File: src/rtl/pe_pkg.sv
// Shared definitions for the row-stationary PE: FSM states, default widths
// and the signed-overflow helper used by the accumulator update.
package pe_pkg;

  typedef enum logic [2:0] {
    IDLE = 3'd0,
    LOAD = 3'd1,
    MAC  = 3'd2,
    PSUM = 3'd3,
    OUT  = 3'd4
  } pe_state_e;

  localparam int unsigned PE_DATA_W_DEF      = 8;
  localparam int unsigned PE_ACC_W_DEF       = 32;
  localparam int unsigned PE_CHANNELS_DEF    = 4;
  localparam int unsigned PE_KERNEL_SIZE_DEF = 3;

  // Two's-complement add overflows when both operands share a sign that the
  // sum does not; the clip direction is then the operands' sign.
  function automatic logic add_ovf(input logic sign_a, input logic sign_b,
                                   input logic sign_s);
    return (sign_a == sign_b) && (sign_s != sign_a);
  endfunction

endpackage

File: src/rtl/pe_rf.sv
// Small register file: one indexed write port, one combinational indexed
// read port, cleared by reset.
module pe_rf #(
  parameter int unsigned DEPTH  = 12,
  parameter int unsigned DATA_W = 8,
  parameter int unsigned AW     = 4
) (
  input  logic              clk,
  input  logic              rst_n,
  input  logic              we_i,
  input  logic [AW-1:0]     waddr_i,
  input  logic [DATA_W-1:0] wdata_i,
  input  logic [AW-1:0]     raddr_i,
  output logic [DATA_W-1:0] rdata_o
);

  logic [DATA_W-1:0] mem_q [DEPTH];

  // Storage: cleared on reset, written one entry per accepted word.
  always_ff @(posedge clk or negedge rst_n) begin
    if (!rst_n) begin
      for (int unsigned k = 0; k < DEPTH; k++) mem_q[k] <= '0;
    end else if (we_i) begin
      mem_q[waddr_i] <= wdata_i;
    end
  end

  assign rdata_o = mem_q[raddr_i];

endmodule

File: src/rtl/pe_rs.sv
// Row-stationary PE: loads ifmap/weight rows into local RFs, runs a signed
// MAC over the latched length, adds an upstream psum and offers the result
// downstream with valid/ready.
// Optional feature macro: PE_SAT_EN (saturating accumulator + out_sat port).
module pe_rs
  import pe_pkg::*;
#(
  parameter int unsigned DATA_W      = PE_DATA_W_DEF,
  parameter int unsigned ACC_W       = PE_ACC_W_DEF,
  parameter int unsigned CHANNELS    = PE_CHANNELS_DEF,
  parameter int unsigned KERNEL_SIZE = PE_KERNEL_SIZE_DEF
) (
  input  logic                                        clk,
  input  logic                                        rst_n,
  input  logic                                        start,
  input  logic [$clog2(CHANNELS*KERNEL_SIZE+1)-1:0]   cfg_len,
  input  logic                                        wht_keep,
  input  logic                                        if_vld,
  input  logic [DATA_W-1:0]                           if_data,
  output logic                                        if_rdy,
  input  logic                                        wht_vld,
  input  logic [DATA_W-1:0]                           wht_data,
  output logic                                        wht_rdy,
  input  logic                                        psum_vld,
  input  logic [ACC_W-1:0]                            psum_in,
  output logic                                        psum_rdy,
  output logic                                        out_vld,
  output logic [ACC_W-1:0]                            out_data,
`ifdef PE_SAT_EN
  output logic                                        out_sat,
`endif
  input  logic                                        out_rdy,
  output logic                                        busy
);

  localparam int unsigned RF_DEPTH = CHANNELS * KERNEL_SIZE;
  localparam int unsigned LEN_W    = $clog2(RF_DEPTH + 1);
  localparam logic [LEN_W-1:0] DEPTH_L = LEN_W'(RF_DEPTH);

  pe_state_e state_q, state_d;
  logic [LEN_W-1:0]  len_q, len_d;
  logic              keep_q, keep_d;
  logic [LEN_W-1:0]  if_cnt_q, if_cnt_d;
  logic [LEN_W-1:0]  wt_cnt_q, wt_cnt_d;
  logic [LEN_W-1:0]  mac_cnt_q, mac_cnt_d;
  logic [ACC_W-1:0]  acc_q, acc_d;
  logic [ACC_W-1:0]  prod_q, prod_d;
  logic [ACC_W-1:0]  out_q, out_d;

  logic              if_hs, wt_hs, ps_hs;
  logic [LEN_W-1:0]  rd_idx;
  logic [DATA_W-1:0] if_rd, wt_rd;
  logic signed [2*DATA_W-1:0] mul_s;
  logic [ACC_W-1:0]  add_b, add_raw, add_res;
`ifdef PE_SAT_EN
  localparam logic [ACC_W-1:0] ACC_MAX = {1'b0, {(ACC_W-1){1'b1}}};
  localparam logic [ACC_W-1:0] ACC_MIN = {1'b1, {(ACC_W-1){1'b0}}};
  logic add_clip;
  logic sat_q, sat_d;
`endif

  assign if_rdy   = (state_q == LOAD) && (if_cnt_q < len_q);
  assign wht_rdy  = (state_q == LOAD) && !keep_q && (wt_cnt_q < len_q);
  assign psum_rdy = (state_q == PSUM);
  assign out_vld  = (state_q == OUT);
  assign out_data = out_q;
  assign busy     = (state_q != IDLE);
`ifdef PE_SAT_EN
  assign out_sat  = sat_q;
`endif

  assign if_hs = if_vld & if_rdy;
  assign wt_hs = wht_vld & wht_rdy;
  assign ps_hs = psum_vld & psum_rdy;

  // The drain cycle reads past the last entry; steer it to entry 0 (unused).
  assign rd_idx = (mac_cnt_q < len_q) ? mac_cnt_q : '0;

  pe_rf #(.DEPTH(RF_DEPTH), .DATA_W(DATA_W), .AW(LEN_W)) u_if_rf (
    .clk     (clk),
    .rst_n   (rst_n),
    .we_i    (if_hs),
    .waddr_i (if_cnt_q),
    .wdata_i (if_data),
    .raddr_i (rd_idx),
    .rdata_o (if_rd)
  );

  pe_rf #(.DEPTH(RF_DEPTH), .DATA_W(DATA_W), .AW(LEN_W)) u_wt_rf (
    .clk     (clk),
    .rst_n   (rst_n),
    .we_i    (wt_hs),
    .waddr_i (wt_cnt_q),
    .wdata_i (wht_data),
    .raddr_i (rd_idx),
    .rdata_o (wt_rd)
  );

  assign mul_s = $signed(if_rd) * $signed(wt_rd);

  // Single accumulator adder shared by the MAC drain and the psum add.
  always_comb begin
    add_b   = (state_q == PSUM) ? psum_in : prod_q;
    add_raw = acc_q + add_b;
    add_res = add_raw;
`ifdef PE_SAT_EN
    add_clip = 1'b0;
    if (add_ovf(acc_q[ACC_W-1], add_b[ACC_W-1], add_raw[ACC_W-1])) begin
      add_clip = 1'b1;
      add_res  = acc_q[ACC_W-1] ? ACC_MIN : ACC_MAX;
    end
`endif
  end

  // FSM, counters and MAC pipe next-state.
  always_comb begin
    state_d   = state_q;
    len_d     = len_q;
    keep_d    = keep_q;
    if_cnt_d  = if_cnt_q;
    wt_cnt_d  = wt_cnt_q;
    mac_cnt_d = mac_cnt_q;
    acc_d     = acc_q;
    prod_d    = prod_q;
    out_d     = out_q;
`ifdef PE_SAT_EN
    sat_d     = sat_q;
`endif
    case (state_q)
      IDLE: begin
        if (start) begin
          state_d   = LOAD;
          len_d     = (cfg_len == '0 || cfg_len > DEPTH_L) ? DEPTH_L : cfg_len;
          keep_d    = wht_keep;
          if_cnt_d  = '0;
          wt_cnt_d  = '0;
          mac_cnt_d = '0;
          acc_d     = '0;
          prod_d    = '0;
`ifdef PE_SAT_EN
          sat_d     = 1'b0;
`endif
        end
      end
      LOAD: begin
        if (if_hs) if_cnt_d = if_cnt_q + 1'b1;
        if (wt_hs) wt_cnt_d = wt_cnt_q + 1'b1;
        if (if_cnt_d == len_q && (keep_q || wt_cnt_d == len_q)) state_d = MAC;
      end
      MAC: begin
        // Product of index i lands in acc one cycle later; cycle 0 only
        // primes the product register and cycle L only drains it.
        if (mac_cnt_q < len_q) prod_d = ACC_W'(mul_s);
        if (mac_cnt_q != '0) begin
          acc_d = add_res;
`ifdef PE_SAT_EN
          sat_d = sat_q | add_clip;
`endif
        end
        if (mac_cnt_q == len_q) state_d = PSUM;
        else                    mac_cnt_d = mac_cnt_q + 1'b1;
      end
      PSUM: begin
        if (ps_hs) begin
          acc_d   = add_res;
          out_d   = add_res;
          state_d = OUT;
`ifdef PE_SAT_EN
          sat_d   = sat_q | add_clip;
`endif
        end
      end
      OUT: begin
        if (out_rdy) state_d = IDLE;
      end
      default: state_d = IDLE;
    endcase
  end

  // State registers with asynchronous active-low clear.
  always_ff @(posedge clk or negedge rst_n) begin
    if (!rst_n) begin
      state_q   <= IDLE;
      len_q     <= '0;
      keep_q    <= 1'b0;
      if_cnt_q  <= '0;
      wt_cnt_q  <= '0;
      mac_cnt_q <= '0;
      acc_q     <= '0;
      prod_q    <= '0;
      out_q     <= '0;
`ifdef PE_SAT_EN
      sat_q     <= 1'b0;
`endif
    end else begin
      state_q   <= state_d;
      len_q     <= len_d;
      keep_q    <= keep_d;
      if_cnt_q  <= if_cnt_d;
      wt_cnt_q  <= wt_cnt_d;
      mac_cnt_q <= mac_cnt_d;
      acc_q     <= acc_d;
      prod_q    <= prod_d;
      out_q     <= out_d;
`ifdef PE_SAT_EN
      sat_q     <= sat_d;
`endif
    end
  end

endmodule

File: config.mk
export PLATFORM = sky130hd
export DESIGN_NAME = pe_rs
export DESIGN_NICKNAME = d
export VERILOG_FILES = /design/src/rtl/pe_pkg.sv /design/src/rtl/pe_rf.sv /design/src/rtl/pe_rs.sv
export SDC_FILE = /design/constraint.sdc
export NUM_CORES = 1
export LEC_CHECK = 0
export BUFFER_PORTS_ARGS = -buffer_cell sky130_fd_sc_hd__buf_4
export CAP_MARGIN = 20
export CORE_ASPECT_RATIO = 0.5
export CORE_MARGIN = 4
export CORE_UTILIZATION = 29
export DETAILED_ROUTE_END_ITERATION = 16
export PLACE_DENSITY_LB_ADDON = 0.1
export SYNTH_ARGS = -nofsm -noshare
export SYNTH_HDL_FRONTEND = slang
export SYNTH_HIERARCHICAL = 1
export SYNTH_SLANG_ARGS = --single-unit
File: constraint.sdc
create_clock -name clk -period 9.1 [get_ports clk]
set_clock_uncertainty 0.15 [all_clocks]
set_input_delay 0.455 -clock clk [delete_from_list [all_inputs] [get_ports clk]]
set_output_delay 0.455 -clock clk [all_outputs]
set_load 0.01 [all_outputs]
Word-level counts from Yosys, hierarchy flattened --
Index checks and enable logic that the tools add are counted.
Storage, ports and cells: register bits 308, latch bits 0, memory bits (writable) 0, ROM bits 0, input port bits 60, output and inout port bits 37, word-level logic and storage cells 127, memories kept 0
Operators by class: $add $sub $neg 4, multiply operators 1, div/mod/pow operators 0, $lt $le $gt $ge 9, eq/ne operators 15, shift-type cells 0, muxes and demuxes 36, bitwise operators 6, reduce and logical (&&, ||, !) cells 23
Operators with widths (number):
- $bwmux W96 | 2
- $mux W32 | 5
- $pmux W32 S3 | 1
- $bmux W8 S4 | 2
- $demux W8 S4 | 2
- $pmux W32 S2 | 1
- $mux W8 | 6
- $add A32 B32 Y32 | 1
- $mux W4 | 8
- $pmux W4 S2 | 3
- $mul A8 B8 Y16 | 1
- $ge A5 B5 Y1 const B | 3
- $mux W3 | 5
- $not A4 Y5 | 3
- $pmux W3 S5 | 1
- $add A4 B1 Y4 const B | 3
- $eq A4 B4 Y1 | 3
- $lt A4 B4 Y1 | 3
- $lt A5 B1 Y1 const B | 2
- $ne A2 B2 Y1 const B | 5
- $eq A3 B2 Y1 const B | 2
- $logic_and A1 B1 Y1 | 6
- $ne A2 B1 Y1 const B | 3
- $reduce_and A2 Y1 | 3
- other kinds (14) | 20

Longest topological paths before layout --
depth in word-level cells 11, depth in mapped cells 31

By module --
Netlist, hierarchy kept.
By module, submodules not included:
- pe_rf | instances 2, cells an instance 302, area each 4530.6 µm², sequential area each 2402.3 µm²
- pe_rs | instances 1, cells an instance 986, area each 8903.5 µm², sequential area each 2502.4 µm²

Worst setup path before layout --
Ideal clock, no wire load.
path type register to register, start point register len_q[1], end point register prod_q[30], arrival time 6.822 ns, slack 1.998 ns, stages on the path, launching flop included 29, path buffers 3, cell sequence dfrtp_1 > clkbuf_1 > inv_1 > ha_1 > nor2b_1 > o21ai_0 > nand2b_1 > a21oi_1 > and2_1 > buf_2 > buf_2 > mux2_2 > o22ai_1 > o31ai_1 > nand2b_1 > fa_1 > fa_1 > inv_1 > fa_1 > inv_1 > fa_1 > inv_1 > ha_1 > a2111oi_0 > nor3_1 > a41o_1 > o41ai_2 > xnor2_1 > o21ai_1
Between the ends: word-level cells in the longest chain between the ends 9, elaborated cells on any way between the ends 14, classes of those cells 1 x mul; 1 x order compare; 1 x eq/ne; 9 x mux; 1 x bitwise; 1 x reduce/logical
Ends and longest elaborated chain:
- start: declaration | RTL line pe_rs.sv:41 | logic [LEN_W-1:0] len_q, len_d;
- start signal: assignment | RTL line pe_rs.sv:197 | len_q <= len_d;
- $lt A4 B4 Y1 | RTL line pe_rs.sv:77 | assign rd_idx = (mac_cnt_q < len_q) ? mac_cnt_q : '0;
- $mux W4 | RTL line pe_rs.sv:77
- via rd_idx[0] | RTL line pe_rs.sv:51 | logic [LEN_W-1:0] rd_idx;
- $not A4 Y5 (not written as such) | RTL line pe_rf.sv:28 | assign rdata_o = mem_q[raddr_i];
- $bmux W8 S4 | RTL line pe_rf.sv:28
- $mux W8 (not written as such) (2 in series) | RTL line pe_rf.sv:28
- via wt_rd[7] | RTL line pe_rs.sv:52 | logic [DATA_W-1:0] if_rd, wt_rd;
- $mul A8 B8 Y16 | RTL line pe_rs.sv:99 | assign mul_s = $signed(if_rd) * $signed(wt_rd);
- $mux W32 | RTL line pe_rs.sv:153 | if (mac_cnt_q < len_q) prod_d = ACC_W'(mul_s);
- $pmux W32 S2 | RTL line pe_rs.sv:129 | case (state_q)
- end signal: assignment | RTL line pe_rs.sv:203 | prod_q <= prod_d;
- end: declaration | RTL line pe_rs.sv:47 | logic [ACC_W-1:0] prod_q, prod_d;
The timed path passes the listed nets, and every way through them passes these cells. The select of a mux whose other input is x is not followed. A chain may end at the register's enable or synchronous reset.

Final worst setup path --
start point register len_q[1], end point register prod_q[30]
Between the ends: word-level cells in the longest chain between the ends 9, elaborated cells on any way between the ends 14, classes of those cells 1 x mul; 1 x order compare; 1 x eq/ne; 9 x mux; 1 x bitwise; 1 x reduce/logical
Ends and longest elaborated chain (RTL line):
- $lt A4 B4 Y1 | pe_rs.sv:77
- $mux W4 | pe_rs.sv:77
- via rd_idx[0] | pe_rs.sv:51
- $not A4 Y5 (not written as such) | pe_rf.sv:28
- $bmux W8 S4 | pe_rf.sv:28
- $mux W8 (not written as such) (2 in series) | pe_rf.sv:28
- via if_rd[0] | pe_rs.sv:52
- $mul A8 B8 Y16 | pe_rs.sv:99
- $mux W32 | pe_rs.sv:153
- $pmux W32 S2 | pe_rs.sv:129
The timed path passes the listed nets, and every way through them passes these cells. The select of a mux whose other input is x is not followed.

==> key figures <==
Min path
  – Worst hold-check path type: input port to flip-flop
  – Min-delay src: cfg_len[1]
  – Worst Hold Depth: 3
  – Hold path endpoint: len_q[1]

Detailed routing
  – Antenna Nets Post-Route: 0
  – Vias/cell: 4.78
  – # DRC: 0
  – WL per Instance: around 19 um
  – DR vias: 12077
  – Total wire length: 47400 um
  – Starting DRC count in detailed routing: between 600 and 700
  – Initial DRT Pass Iterations: 4

Synth
  – Yosys warns: 6
  – Post-Synthesis Cells: 1590
  – Async S/R FF share, synth: 1.00
  – Post-synth net total: 1780
  – Average cell area after synthesis: 11.3 um^2
  – Sequential share of the synthesized area: 0.407
  – Top_reg_cell synth: dfrtp_1
  – Seq cells post-synth: 292
  – Synthesized area: 18000 um^2
  – EDFF count, synth: 0
  – Distinct cells, synth: 83

Clock tree
  – Htree depth: 1
  – Clock-pin slew on the worst setup and hold paths: 60 ps
  – Total CTS buffers: 31
  – TritonCTS clock tree: built
  – Setup repair bufs after CTS: 0
  – Worst skew pair latency: 600 ps
  – Clock tree sinks: 292
  – Max Root-Sink Buffers: 3
  – Root Driver: clkbuf_16

STA
  – Slew Limit Fails: 0
  – Post-Route Hold Slack: ~40 ps
  – Final period util: 0.891
  – Endpoints failing hold: 0
  – Slew headroom: 0.257
  – Fmax: 0.123 GHz
  – Period minus WS final: around 8100 ps
  – Final setup TNS: 0 ps
  – Worst-margin pin slew: 1100 ps
  – RSZ-0062 raised after global routing: false
  – Final setup viols: 0

Floorplan
  – Die Width: about 360 um
  – Initial Util: 0.294
  – Die area: 66200 um^2
  – FP Rows: 64
  – Die Ht: approximately 180 um
  – Io pins: 97
  – Core Region: 61200 um^2

Global route
  – First-pass GRT wire length: 77400 um
  – Initial antenna violation count: 0
  – Pin count of the biggest net entering global routing: 190
  – GRT Resource Usage Total: 0.146
  – Overflow left after global routing: 0
  – Vias in the first global route: 13272

Setup path
  – Critical R2R Capture: prod_q[30]
  – Crit end category: flip-flop
  – R2R setup slack: 990 ps
  – R2r worst-path depth: 27
  – CP startpoint kind: flip-flop
  – WP data arrival: between 8000 and 9000 ps
  – FF-to-FF Start: len_q[1]
  – Req. time, crit path: 9390 ps
  – CP Class: flip-flop to flip-flop
  – CP max FO: 25

Placed design
  – DP Area: a little under 20000 um^2
  – HPWL Detailed: 34300 um
  – Placed cell count: between 2000 and 2500
  – GPL Wtd Cong: 0.839
  – PortBufs: 96

Run
  – Max_cap viols: 0

Finish
  – P&R area growth vs syn: 15.4%
  – Sequential Area: 7310 um^2
  – Layout Cells excl Fill: about 2500
  – Multi-input logic area: 9900 um^2
  – Most common cell after layout, fill and taps aside: dfrtp_1
  – Final net count: 1867
  – Commonest non-fill, non-tap cells in the layout: dfrtp_1 (292), mux2_2 (245), nand2_1 (133)
  – Fill cells: 6154
  – Antenna Cells: 0
  – Share of layout cells above drive strength 1: 0.296
  – Post-Layout Inst Area: 20700 um^2

Outcome
  – Status: finished, final reports clean
## sequential cells by signal, indices dropped and copies added, names as in the netlist
register / flops
u_if_rf/mem_q: 96
u_wt_rf/mem_q: 96
acc_q: 32
out_data: 32
prod_q: 16
if_cnt_q: 4
len_q: 4
mac_cnt_q: 4
wt_cnt_q: 4
state_q: 3
keep_q: 1
## how the worst max path moves through the flow
stage              from    endpoint  slack, ps  depth (start not counted)
2_1_floorplan  len_q[1]  prod_q[30]       2000                         28
3_3_place_gp   len_q[1]  prod_q[30]       1110                         27
3_5_place_dp   len_q[1]  prod_q[30]        860                         27
4_1_cts        len_q[1]  prod_q[30]        840                         27
5_1_grt        len_q[1]  prod_q[30]        320                         27
6_report       len_q[1]  prod_q[30]        990                         27
## synthesized netlist by cell type (3+ instances only)
library cell,n,area [um^2]
nand4_1,9,56.3
buf_1,3,11.3
nor2_1,48,180
buf_6,5,56.3
a211oi_1,5,37.5
nor3_1,18,90.1
a21oi_1,44,220
a22o_1,7,61.3
xor2_1,28,245
or3_1,5,31.3
mux2_2,245,2760
o21bai_1,6,45.0
and3_1,6,37.5
nor2b_1,17,106
buf_4,6,45.0
o21ai_0,77,385
o21ai_1,6,30.0
nand2_1,134,503
nor3_4,6,97.6
inv_1,104,390
o21a_1,5,37.5
nor3b_1,4,30.0
clkbuf_1,48,180
nand3_1,38,190
a21o_1,35,263
ha_1,74,926
xnor2_1,30,263
mux4_2,32,721
nand3b_1,3,22.5
nand2b_1,12,75.1
o31ai_1,22,165
o22ai_1,17,106
buf_2,17,85.1
and2_1,53,332
a31oi_1,6,37.5
fa_1,56,1120
a21oi_2,4,35.0
dfrtp_1,292,7310
nor2_2,6,37.5
## layer usage
layer | global-route usage | wire length [um] | part of all wire | vias to the layer above
met5 | 0 | 0 | 0 | -
met4 | 0.0220 | 679 | 0.014 | 0
met3 | 0.0201 | 1210 | 0.025 | 45
met2 | 0.247 | 22200 | 0.47 | 118
met1 | 0.204 | 23400 | 0.49 | 6156
li1 | - | - | - | 5758
## logic make-up after synthesis
group           share of synthesized area
simple gates                        0.115
flops                               0.407
mux                                 0.194
compound gates                     0.0990
buf+inv                            0.0430
fa+ha+maj                           0.114
xor+xnor                           0.0283
## final cells by class
| type | instances | share of cell area |
|---|---|---|
| multi-input cells | 1114 | 0.477 |
| inverters | 105 | 0.0190 |
| flip-flops and latches | 292 | 0.352 |
| clock inverters | 11 | 0.00489 |
| clock buffers | 46 | 0.0445 |
| well taps | 825 | 0.0498 |
| repair buffers | 133 | 0.0520 |
## through the flow
step                worst slack [ps]  utilization
floorplan                       2000            -
global placement                1110        0.320
detailed placement               859        0.321
CTS                              841        0.338
global route                     322        0.339
finish                           989        0.339
## critical path, stage by stage (launching register included)
cell	delay (ps)
dfrtp_1	470
inv_1	120
ha_1	320
nor2b_1	130
o21ai_0	140
nand2b_1	70
a21oi_1	320
and2_4	520
buf_12	290
buf_4	230
mux2_2	180
o22ai_1	70
o31ai_1	820
nand2b_1	230
fa_1	420
fa_1	560
inv_1	60
fa_1	530
inv_1	50
fa_1	530
inv_1	40
ha_1	340
a2111oi_0	410
nor3_1	140
a41o_1	300
o41ai_2	230
xnor2_1	160
o21ai_1	70
## repair_timing
item,CTS,global route
gates resized for setup,0,0
endpoints found under the hold margin,108,0
hold buffers,7,0
setup endpoints to repair,0,0
Power is not shown: default switching activity piles up to over one toggle a cycle in this logic, so the estimate is an artifact.
